**src/rtl/lives_manager_pkg.sv**
```systemverilog
// Shared game definitions: lives-manager state encoding, default life count
// and the lives width shared with the lives-icon renderer.
package lives_manager_pkg;

    localparam int unsigned LIVES_W        = 10;
    localparam int unsigned GAME_MAX_LIVES = 4;

    typedef enum logic [1:0] {
        ST_IDLE,
        ST_PLAY,
        ST_GRACE,
        ST_OVER
    } state_t;

    function automatic logic [LIVES_W-1:0] sat_inc(
        input logic [LIVES_W-1:0] value,
        input logic [LIVES_W-1:0] ceiling
    );
        return (value >= ceiling) ? ceiling : value + 1'b1;
    endfunction

endpackage

```
**src/rtl/grace_timer.sv**
```systemverilog
// Post-hit invulnerability timer: counts frame ticks, signals the end of the
// window and drives the blinking player sprite mask.
module grace_timer #(
    parameter int unsigned GRACE_FRAMES = 120,
    parameter int unsigned BLINK_FRAMES = 8
) (
    input  logic Pclk,
    input  logic rst_n,
    input  logic clear,
    input  logic enable,
    input  logic frame_tick,
    input  logic hold_vis,
    output logic done,
    output logic player_vis
);

    localparam int unsigned CNT_W   = $clog2(GRACE_FRAMES + 1);
    localparam int unsigned BLINK_W = $clog2(BLINK_FRAMES + 1);

    logic [CNT_W-1:0]   cnt;
    logic [BLINK_W-1:0] blink_cnt;

    // Combinational so the owner can leave grace on the edge sampling the last tick.
    assign done = frame_tick && (cnt == CNT_W'(GRACE_FRAMES - 1));

    always_ff @(posedge Pclk or negedge rst_n) begin
        if (!rst_n) begin
            cnt        <= '0;
            blink_cnt  <= '0;
            player_vis <= 1'b1;
        end else if (clear) begin
            cnt        <= '0;
            blink_cnt  <= '0;
            player_vis <= 1'b0;
        end else if (enable) begin
            if (frame_tick) begin
                if (cnt != CNT_W'(GRACE_FRAMES))
                    cnt <= cnt + 1'b1;
                if (blink_cnt == BLINK_W'(BLINK_FRAMES - 1)) begin
                    blink_cnt  <= '0;
                    player_vis <= ~player_vis;
                end else begin
                    blink_cnt <= blink_cnt + 1'b1;
                end
            end
        end else begin
            cnt        <= '0;
            blink_cnt  <= '0;
            player_vis <= hold_vis;
        end
    end

endmodule

```
**src/rtl/lives_manager.sv**
```systemverilog
// Player life bookkeeping: game-start load, hit decrement, saturating bonus,
// and the IDLE/PLAY/GRACE/OVER control that drives the grace timer.
module lives_manager
    import lives_manager_pkg::*;
#(
    parameter int unsigned MAX_LIVES    = GAME_MAX_LIVES,
    parameter int unsigned GRACE_FRAMES = 120,
    parameter int unsigned BLINK_FRAMES = 8
) (
    input  logic               Pclk,
    input  logic               rst_n,
    input  logic               start,
    input  logic               frame_tick,
    input  logic               hit,
    input  logic               bonus,
    output logic [LIVES_W-1:0] lives,
    output logic               game_over,
    output logic               grace,
    output logic               player_vis,
    output logic               life_lost
);

    localparam logic [LIVES_W-1:0] LIVES_FULL = LIVES_W'(MAX_LIVES);

    state_t             state, state_n;
    logic [LIVES_W-1:0] lives_n;
    logic               lost_n;
    logic               tmr_done, tmr_clear, tmr_enable, tmr_hold;

    always_comb begin
        state_n = state;
        lives_n = lives;
        lost_n  = 1'b0;
        if (start) begin
            state_n = ST_IDLE;
            lives_n = LIVES_FULL;
        end else begin
            case (state)
                ST_IDLE: begin
                    state_n = ST_PLAY;
                    lives_n = LIVES_FULL;
                end
                ST_PLAY: begin
                    if (hit) begin
                        lost_n = 1'b1;
                        if (lives > 1) begin
                            // Decrement first, then a coincident bonus re-adds with saturation.
                            lives_n = bonus ? sat_inc(lives - 1'b1, LIVES_FULL) : lives - 1'b1;
                            state_n = ST_GRACE;
                        end else begin
                            lives_n = '0;
                            state_n = ST_OVER;
                        end
                    end else if (bonus) begin
                        lives_n = sat_inc(lives, LIVES_FULL);
                    end
                end
                ST_GRACE: begin
                    if (bonus)
                        lives_n = sat_inc(lives, LIVES_FULL);
                    if (tmr_done)
                        state_n = ST_PLAY;
                end
                ST_OVER: begin
                    lives_n = '0;
                end
                default: begin
                    state_n = ST_IDLE;
                    lives_n = LIVES_FULL;
                end
            endcase
        end
    end

    assign tmr_clear  = (state == ST_PLAY)  && (state_n == ST_GRACE);
    assign tmr_enable = (state == ST_GRACE) && (state_n == ST_GRACE);
    assign tmr_hold   = (state_n != ST_OVER);

    always_ff @(posedge Pclk or negedge rst_n) begin
        if (!rst_n) begin
            state     <= ST_IDLE;
            lives     <= LIVES_FULL;
            game_over <= 1'b0;
            grace     <= 1'b0;
            life_lost <= 1'b0;
        end else begin
            state     <= state_n;
            lives     <= lives_n;
            game_over <= (state_n == ST_OVER);
            grace     <= (state_n == ST_GRACE);
            life_lost <= lost_n;
        end
    end

    grace_timer #(
        .GRACE_FRAMES(GRACE_FRAMES),
        .BLINK_FRAMES(BLINK_FRAMES)
    ) u_grace_timer (
        .Pclk       (Pclk),
        .rst_n      (rst_n),
        .clear      (tmr_clear),
        .enable     (tmr_enable),
        .frame_tick (frame_tick),
        .hold_vis   (tmr_hold),
        .done       (tmr_done),
        .player_vis (player_vis)
    );

endmodule

```
**config.mk**
```make
export PLATFORM = sky130hd
export DESIGN_NAME = lives_manager
export DESIGN_NICKNAME = d
export VERILOG_FILES = /design/src/rtl/lives_manager_pkg.sv /design/src/rtl/grace_timer.sv /design/src/rtl/lives_manager.sv
export SDC_FILE = /design/constraint.sdc
export NUM_CORES = 1
export LEC_CHECK = 0
export CAP_MARGIN = 10
export CORE_ASPECT_RATIO = 0.7
export CORE_MARGIN = 1.5
export CORE_UTILIZATION = 50
export CTS_CLUSTER_DIAMETER = 50
export DETAILED_ROUTE_END_ITERATION = 8
export PLACE_DENSITY = 0.72
export SYNTH_ARGS = -nofsm -noshare
export SYNTH_HDL_FRONTEND = slang
export SYNTH_SLANG_ARGS = --single-unit
```
**constraint.sdc**
```tcl
create_clock -name Pclk -period 4.1 [get_ports Pclk]
set_clock_uncertainty 0.15 [all_clocks]
set_input_delay 0.41 -clock Pclk [delete_from_list [all_inputs] [get_ports Pclk]]
set_output_delay 0.41 -clock Pclk [all_outputs]
set_load 0.03 [all_outputs]
```
==> run metrics, run 1 <==
initial core utilization=52.9%; flops & latches, synth=27; Yosys top cell by area=dfrtp_1; Ys Warns=0; Tot Pwr=0.595 mW; number of synthesized flops with an enable pin=0; Post-Syn Area=1900 um^2; fraction of layout cells with a size suffix above 1=6.67%; ANT cells=0; top post-synthesis cells by count=nor2_1 (27), dfrtp_1 (25), xnor2_1 (12), xor2_1 (12); count leader, synth=nor2_1; fin cells=275; top post-synthesis cells by area=dfrtp_1 (33%), xnor2_1 (5.5%), xor2_1 (5.5%), nor2_1 (5.3%), ha_1 (4.6%); worst hold slack=between 300 and 400 ps; Clock Sinks=27; crit path DAT=3190 ps; Avg Vias per Cell=about 6; RSZ-0062 raised after global routing=no; Area Overhead vs Synth=13.2%; DPL Wire Length=3140 um; met3 WL post-DR=283 um; chip width=about 77 um; largest net degree at the start of global routing=28; clock share of power=25.6%; # port buffers=19; total setup buffers inserted after CTS=0; drt total wl=4310 um; Max FO, Critical Path=15; Leak=between 0.8 and 0.9 nW; gpl congestion=0.891; routed length on met2=1870 um; Maximum Capacitance Violations=0; post-CTS sizing=0; Routed Antenna Nets=0; vias in the first global route=roughly 1500; Switching Share=between 30% and 40%; Final Setup Violations=0; status=finished, final reports clean; ys flop type=dfrtp_1; Fill cells=305; minimum clock period=3150 ps; critical path capture point type=flop; Seq pwr share=49.1%; number of I/O pins=20; total grt overflow=0; Worst EP required=4140 ps; CP Class=flop to flop; top routing layer in use=met4; syn_nets=228; CTS buffer count=3; DRC violations left=0; syn avg cell area=~8.8 um^2; Iter 0 DRT Violations=168; height of the die=54.5 um; Pint=between 0.4 and 0.5 mW; Power Density=277 nW/um^2; Startpoint Class=flop; clk buf depth=2; Fin. Hold Viols=0; hold_buf cts=0; CTS root buffer=clkbuf_8; Slew headroom=45.0%; initial antenna violation count=0; Worst Max-Slew Pin Slew=822 ps; asr flop ratio synth=100%; Clk Latency, worst-skew pair=between 200 and 300 ps; final worst path period share=76.9%; register area share after synthesis=a little over a third; fmax=between 0.3 and 0.4 GHz; Reg clk slew, reported paths=90 ps; worst hold path type=input pin to async pin; H-tree levels=1; Vias=1648; first-pass GRT wire length=7370 um; DRT Pass-1 Iters=4; # nets final=roughly 240; Peak VDD IR=roughly 200 uV; CTS tree=built; FP Rows=18; Placed Cells=271; synth unique cells=48; setup tns final=0 ps; core area=3580 um^2; sw power=~0.19 mW; final count of pins violating max slew=0; Mapped Cells=215; logic gate share of total power=25.3%; DIE AREA=approximately 4200 um^2; Total GRT Usage=between 20% and 30%; M1 wire length=~2100 um; Synth top area share=33.0%; Avg WL per Cell=15.7 um
power groups by stage:
stage	clock [mW]	sequential (mW)	combinational [mW]
5_1_grt	0.165	0.293	0.165
6_report	0.152	0.292	0.151
4_1_cts	0.158	0.292	0.148
3_3_place_gp	0	0.296	0.146
3_5_place_dp	0	0.297	0.147
2_1_floorplan	0	0.299	0.101
cells in the final DEF, fill, tap and decap left out, types with 2 or more instances in the layout:
cell type and instances:
a21oi_1 10, a31oi_1 3, a32oi_1 3, and3_1 4
and4_1 2, clkbuf_8 3, clkdlybuf4s50_1 19, dfrtp_1 25
dfstp_2 2, ha_1 7, inv_1 9, mux2i_1 3
nand2_1 10, nand3_1 6, nand3b_1 5, nand4_1 9
nor2_1 27, nor2b_1 3, nor3_1 5, nor3b_1 4
nor4_4 2, o21ai_0 11, o31ai_1 3, or3_1 3
xnor2_1 12, xor2_1 12
stage by stage:
| step | setup slack [ps] | utilization (%) | cell area, um^2 |
|---|---|---|---|
| detailed placement | 1050 | 58.6 | 2100 |
| global placement | 1110 | 58.6 | 2100 |
| floorplan | 1120 | - | 1900 |
| CTS | 1000 | 59.9 | 2150 |
| finish | 949 | 59.9 | 2150 |
| global route | 702 | 59.9 | 2150 |
worst max-delay path: stages, from the launching register on:
cell and delay (ps):
dfrtp_1 580, inv_1 200, ha_1 400, nor3b_1 280
a21boi_0 160, nor3b_1 320, a31o_2 330, or4b_1 460
a21oi_1 180
state kept, by name, indices dropped and copies added, names as in the netlist:
register                  flops
life_lost                     1
lives                        10
game_over                     1
grace                         1
state                         2
u_grace_timer.cnt             7
u_grace_timer.blink_cnt       4
u_grace_timer.player_vis      1
layer usage:
| layer | vias to the layer above | track usage, % |
|---|---|---|
| met5 | - | 0 |
| met4 | 0 | 7.41 |
| met3 | 6 | 3.50 |
| met2 | 72 | 35.9 |
| met1 | 779 | 32.0 |
| li1 | 791 | - |
cell families (layout without fill, tap and decap cells):
group | Yosys count | after routing | synth area share, %
AO/OA/AOI/OAI | 42 | 42 | 14.5
XOR/XNOR | 24 | 24 | 11.1
multiplexers | 3 | 3 | 1.58
flip-flops | 27 | 27 | 35.8
adder cells (fa/ha/maj) | 7 | 7 | 4.62
AND/OR/NAND/NOR | 89 | 89 | 27.5
buffers and inverters | 23 | 33 | 4.88
path summary, 6_finish.rpt:
check                                           start                         end  depth (start not counted)  slack, ps
hold / removal                                  rst_n        u_grace_timer.cnt[3]                          2        360
min in group Pclk          u_grace_timer.blink_cnt[3]  u_grace_timer.blink_cnt[3]                          2        400
setup reg to reg                             lives[0]                    lives[0]                          8        950
setup / recovery                             lives[0]                    lives[0]                          8        950
hold reg to reg            u_grace_timer.blink_cnt[3]  u_grace_timer.blink_cnt[3]                          2        400
max in group asynchronous                       rst_n    u_grace_timer.player_vis                          2       3130
cell type report:
class / instances / area (um^2) / share of cell area, %
Clock inverter: 1 / 7.51 / 0.350
Multi-Input combinational cell: 165 / 1120 / 52.4
Clock buffer: 3 / 41.3 / 1.92
Sequential cell: 27 / 678 / 31.6
Timing Repair Buffer: 20 / 198 / 9.21
Tap cell: 50 / 62.6 / 2.92
Inverter: 9 / 33.8 / 1.57
Power figures use the tool's default switching activity.
==> inputs of run 2 (changes only) <==
==> constraint.sdc (replaced) <==
create_clock -name Pclk -period 3.2 [get_ports Pclk]
set_clock_uncertainty 0.15 [all_clocks]
set_input_delay 0.32 -clock Pclk [delete_from_list [all_inputs] [get_ports Pclk]]
set_output_delay 0.32 -clock Pclk [all_outputs]
set_load 0.03 [all_outputs]
==> run 2 against run 1 <==
Net effect: routed wire length rose by 6.8%; count of clock-buffer cells in the layout is 1 higher; die area unchanged; global-route usage up 1.5 points; power is 29% higher; cell count is 1.5% higher; register-to-register slack lost 720 ps; critical path type unchanged; critical endpoint unchanged.
==> run metrics, run 2 (synthesis results as in run 1) <==
status=finished, final reports clean; total grt overflow=0; worst hold slack=roughly 250 ps; minimum clock period=slightly below 3000 ps; initial core utilization=52.9%; largest register by flop count=lives; critical path capture point type=flop; largest registers=lives: 10 flops, u_grace_timer.cnt: 7 flops, u_grace_timer.blink_cnt: 4 flops; Peak VDD IR=241 uV; Power Density=353 nW/um^2; CTS root buffer=clkbuf_8; CP Class=flop to flop; worst hold path type=input pin to async pin; setup tns final=0 ps; Startpoint Class=flop; core area=roughly 3600 um^2; commonest cells after routing, fill and taps aside=nor2_1 (27), dfrtp_1 (25), clkdlybuf4s50_1 (19); Placed Cells=between 200 and 300; gpl congestion=0.859; Reg clk slew, reported paths=90 ps; height of the die=54.5 um; Total GRT Usage=24.1%; FP Rows=18; Clk Latency, worst-skew pair=270 ps; vias in the first global route=1523; flop2flop setup slack=230 ps; Max FO, Critical Path=12; chip width=76.6 um; DIE AREA=4180 um^2; pre-CTS setup slack=234 ps; CTS buffer count=3; drt total wl=4610 um; crit path DAT=3020 ps; max reg flops=10; fraction of layout cells with a size suffix above 1=8.30%; Vias=1660; Routed Antenna Nets=0; largest net degree at the start of global routing=28; Avg Vias per Cell=5.95; initial antenna violation count=0; final worst path period share=92.9%; final count of pins violating max slew=0; H-tree levels=1; fmax=~0.34 GHz; fin util=60.7%; Worst EP required=3240 ps; Leak=0.854 nW; Worst Max-Slew Pin Slew=between 600 and 700 ps; Iter 0 DRT Violations=approximately 170; number of I/O pins=20; Area Overhead vs Synth=14.7%; DPL Wire Length=~3400 um; CTS tree=built; placed cell areas=roughly 2100 um^2; # nets final=243; commonest non-fill, non-tap cell in the layout=nor2_1; clk buf depth=2; Setup WS post-layout=227 ps; fin cells=279; RSZ-0062 raised after global routing=no; # port buffers=19; first-pass GRT wire length=7690 um; Tot Pwr=roughly 0.77 mW; Clock Sinks=27; DRT Pass-1 Iters=5; final instance area=2170 um^2; Maximum Capacitance Violations=0; Fin. Hold Viols=0; ANT cells=0; Final Setup Violations=0; Avg WL per Cell=16.5 um; DRC violations left=0; Slew headroom=55.1%
==> run 2: cell count changes in the layout (fill, tap and decap cells not counted) <==
cell,change
clkinvlp_4,-1
clkbuf_1,+1
ha_1,-1
buf_4,+4
ha_2,+1
==> run 2: cell type report <==
cell class	instances	area [um^2]
Inverter	9	33.8
Timing Repair Buffer	24	228
Clock buffer	4	45.0
Fill cell	326	1410
Tap cell	50	62.6
Multi-Input combinational cell	165	1130
Sequential cell	27	678
==> run 2: what timing repair did <==
item                                    CTS  global route
buffers inserted                          0             0
endpoints found under the setup margin    0             1
hold buffers                              0             0
resized for setup                         0             1
==> run 2: worst paths after layout <==
kind | endpoint | from | cells past startpoint
max in group asynchronous | u_grace_timer.player_vis | rst_n | 2
hold / removal | u_grace_timer.cnt[5] | rst_n | 2
setup / recovery | lives[0] | lives[1] | 8
setup reg to reg | lives[0] | lives[1] | 8
hold reg to reg | u_grace_timer.blink_cnt[3] | u_grace_timer.blink_cnt[3] | 2
min in group Pclk | u_grace_timer.blink_cnt[3] | u_grace_timer.blink_cnt[3] | 2
==> run 2: where the power goes <==
group	switching [mW]	leakage, nW	internal [mW]
clock	0.101	0.0228	0.0891
combinational	0.127	0.465	0.0808
sequential	0.0171	0.366	0.353
==> run 2: worst max-delay path, cell delays in order, from the launching register on <==
cell,delay [ps]
dfrtp_1,510
inv_1,200
ha_2,320
nor3b_1,270
a21boi_0,180
nor3b_1,310
a31o_2,330
or4b_1,470
a21oi_1,150
==> run 2: routing by layer <==
metal	up-vias	global-route usage, %	share of wire (%)
li1	795	-	-
met1	796	34.8	48
met3	6	6.00	6.7
met5	-	0	0
met2	63	36.3	44
met4	0	5.86	0.83
==> variant (flow settings as in run 2) <==
Register the output `lives` once more, with the module's reset; this adds one clock of latency there. The other outputs are not delayed to match.
--- a/src/rtl/lives_manager.sv
+++ b/src/rtl/lives_manager.sv
@@ -24,2 +24,4 @@
 
+    logic [LIVES_W-1:0] lives_s0;
+
     state_t             state, state_n;
@@ -31,3 +33,3 @@
         state_n = state;
-        lives_n = lives;
+        lives_n = lives_s0;
         lost_n  = 1'b0;
@@ -45,5 +47,5 @@
                         lost_n = 1'b1;
-                        if (lives > 1) begin
+                        if (lives_s0 > 1) begin
                             // Decrement first, then a coincident bonus re-adds with saturation.
-                            lives_n = bonus ? sat_inc(lives - 1'b1, LIVES_FULL) : lives - 1'b1;
+                            lives_n = bonus ? sat_inc(lives_s0 - 1'b1, LIVES_FULL) : lives_s0 - 1'b1;
                             state_n = ST_GRACE;
@@ -54,3 +56,3 @@
                     end else if (bonus) begin
-                        lives_n = sat_inc(lives, LIVES_FULL);
+                        lives_n = sat_inc(lives_s0, LIVES_FULL);
                     end
@@ -59,3 +61,3 @@
                     if (bonus)
-                        lives_n = sat_inc(lives, LIVES_FULL);
+                        lives_n = sat_inc(lives_s0, LIVES_FULL);
                     if (tmr_done)
@@ -81,3 +83,3 @@
             state     <= ST_IDLE;
-            lives     <= LIVES_FULL;
+            lives_s0  <= LIVES_FULL;
             game_over <= 1'b0;
@@ -87,3 +89,3 @@
             state     <= state_n;
-            lives     <= lives_n;
+            lives_s0  <= lives_n;
             game_over <= (state_n == ST_OVER);
@@ -108,2 +110,10 @@
 
+    always_ff @(posedge Pclk or negedge rst_n) begin
+        if (!rst_n) begin
+            lives <= '0;
+        end else begin
+            lives <= lives_s0;
+        end
+    end
+
 endmodule
Check against the original RTL: not equivalent (Yosys sat finds a counterexample within 4 cycles, from zero or initial values and one cycle with rst_n low).
==> variant against run 2 <==
Combinational power is 13% higher; cell area grew 14%; via count grew 3.0%; power grew 36%; clock power is 62% higher; non-clock buffer count up 3; count of clock-buffer cells in the layout increased by 3; setup slack improved by 220 ps; largest cell class unchanged; sequential cell count grew 10; highest routed layer unchanged; area after synthesis up 13%; worst hold slack improved by 95 ps; wire length fell by 2.3%.
==> variant: results (changes against run 2) <==
yosys:
  synth_nets: 241  # +5.7%
  synth_cell_types: 50  # +4.2%
  syn_inst: 228  # +6.0%
  synth_area_leaders: "dfrtp_1 (41%), xnor2_1 (5.3%), nor2_1 (4.6%)"
  synth-seq-cells: 37  # +37%
  seq_area_frac_synth: 0.433  # +0.0757
grt:
  use_met3: 0.0551  # -0.00488
  grt_pass1_wl_microns: 7440  # -3.2%
  grt_usage: 0.214  # -0.0271
  use_met2: 0.258  # -0.105
  grt_pass1_vias: 1451  # -4.7%
drt:
  dr.first_iter.drc_count: 203  # +17%
  wl_met1_microns: 2350  # +5.4%
  drt-total-wl_microns: 4500  # -2.3%
  drtPass1Iterations: 4  # -1
  wl_met2_microns: 1760  # -13%
  post_drt_wl_per_cell_microns: 14.8  # -10%
setup_path:
  cp-startpoint: "lives_s0[0]"
  worstPathArrival_ps: 2810  # -210 ps
  endpoint: "lives_s0[8]"
  crit_fanout: 10  # -2
cts:
  path_clk_slew_ps: 70  # -20 ps
  hold_buffers: 1  # +1
  numCtsBuffers: 5  # +2
placement:
  dp_slack_ps: 516  # +281 ps
  place_area_sq_mm: 0.00239  # +12%
  finalWeightedCongestion: 0.953  # +11%
  dp_hpwl_microns: 3250  # -3.2%
cells_and_area:
  multi_input_cells: 167  # +1.2%
  num-fill-cells: 333  # +2.1%
  inv_count: 12  # +3
  bufAreaShareNonClock: 0.0998  # -0.00492
  final_util: 0.618  # +0.0106
  drive_gt1_frac: 0.0996  # +0.0166
  clock_buffers: 7  # +3
  top_regs: "lives (10), lives_s0 (10), u_grace_timer.cnt (7)"
  final-clk-cell-share: 0.0328  # +0.0120
timing:
  timing.final.crit_share: 0.860  # -0.0690
  worst_pin_slew_ps: 789  # +115 ps
  hold_slack_ps: 349  # +94.8 ps
power:
  power.leakage_nw: 1.05  # +23%
status:
  status: "finished, final reports clean"
worst_hold_path:
  holdCritPathClass: "register to register"
==> variant: kinds of logic after synthesis <==
| kind of cell | share of synthesized area |
|---|---|
| AO/OA/AOI/OAI | 0.137 |
| XOR/XNOR | 0.0859 |
| adder cells (fa/ha/maj) | 0.0409 |
| buffers and inverters | 0.0461 |
| flip-flops | 0.433 |
| multiplexers | 0.0286 |
| AND/OR/NAND/NOR | 0.228 |
==> variant: worst max-delay path: stages, from the launching register on <==
cell and delay, ps:
dfrtp_1 370, inv_1 70, ha_1 320, or2_2 330, a41oi_1 410, inv_1 160
o22ai_4 320, or4b_1 460, o21ai_0 80
==> variant: power by group through the flow <==
stage	clock [mW]	sequential [mW]	combinational (mW)
finish	0.308	0.504	0.234
CTS	0.320	0.504	0.233
global placement	0	0.512	0.231
detailed placement	0	0.513	0.230
floorplan	0	0.524	0.148
global route	0.350	0.506	0.256
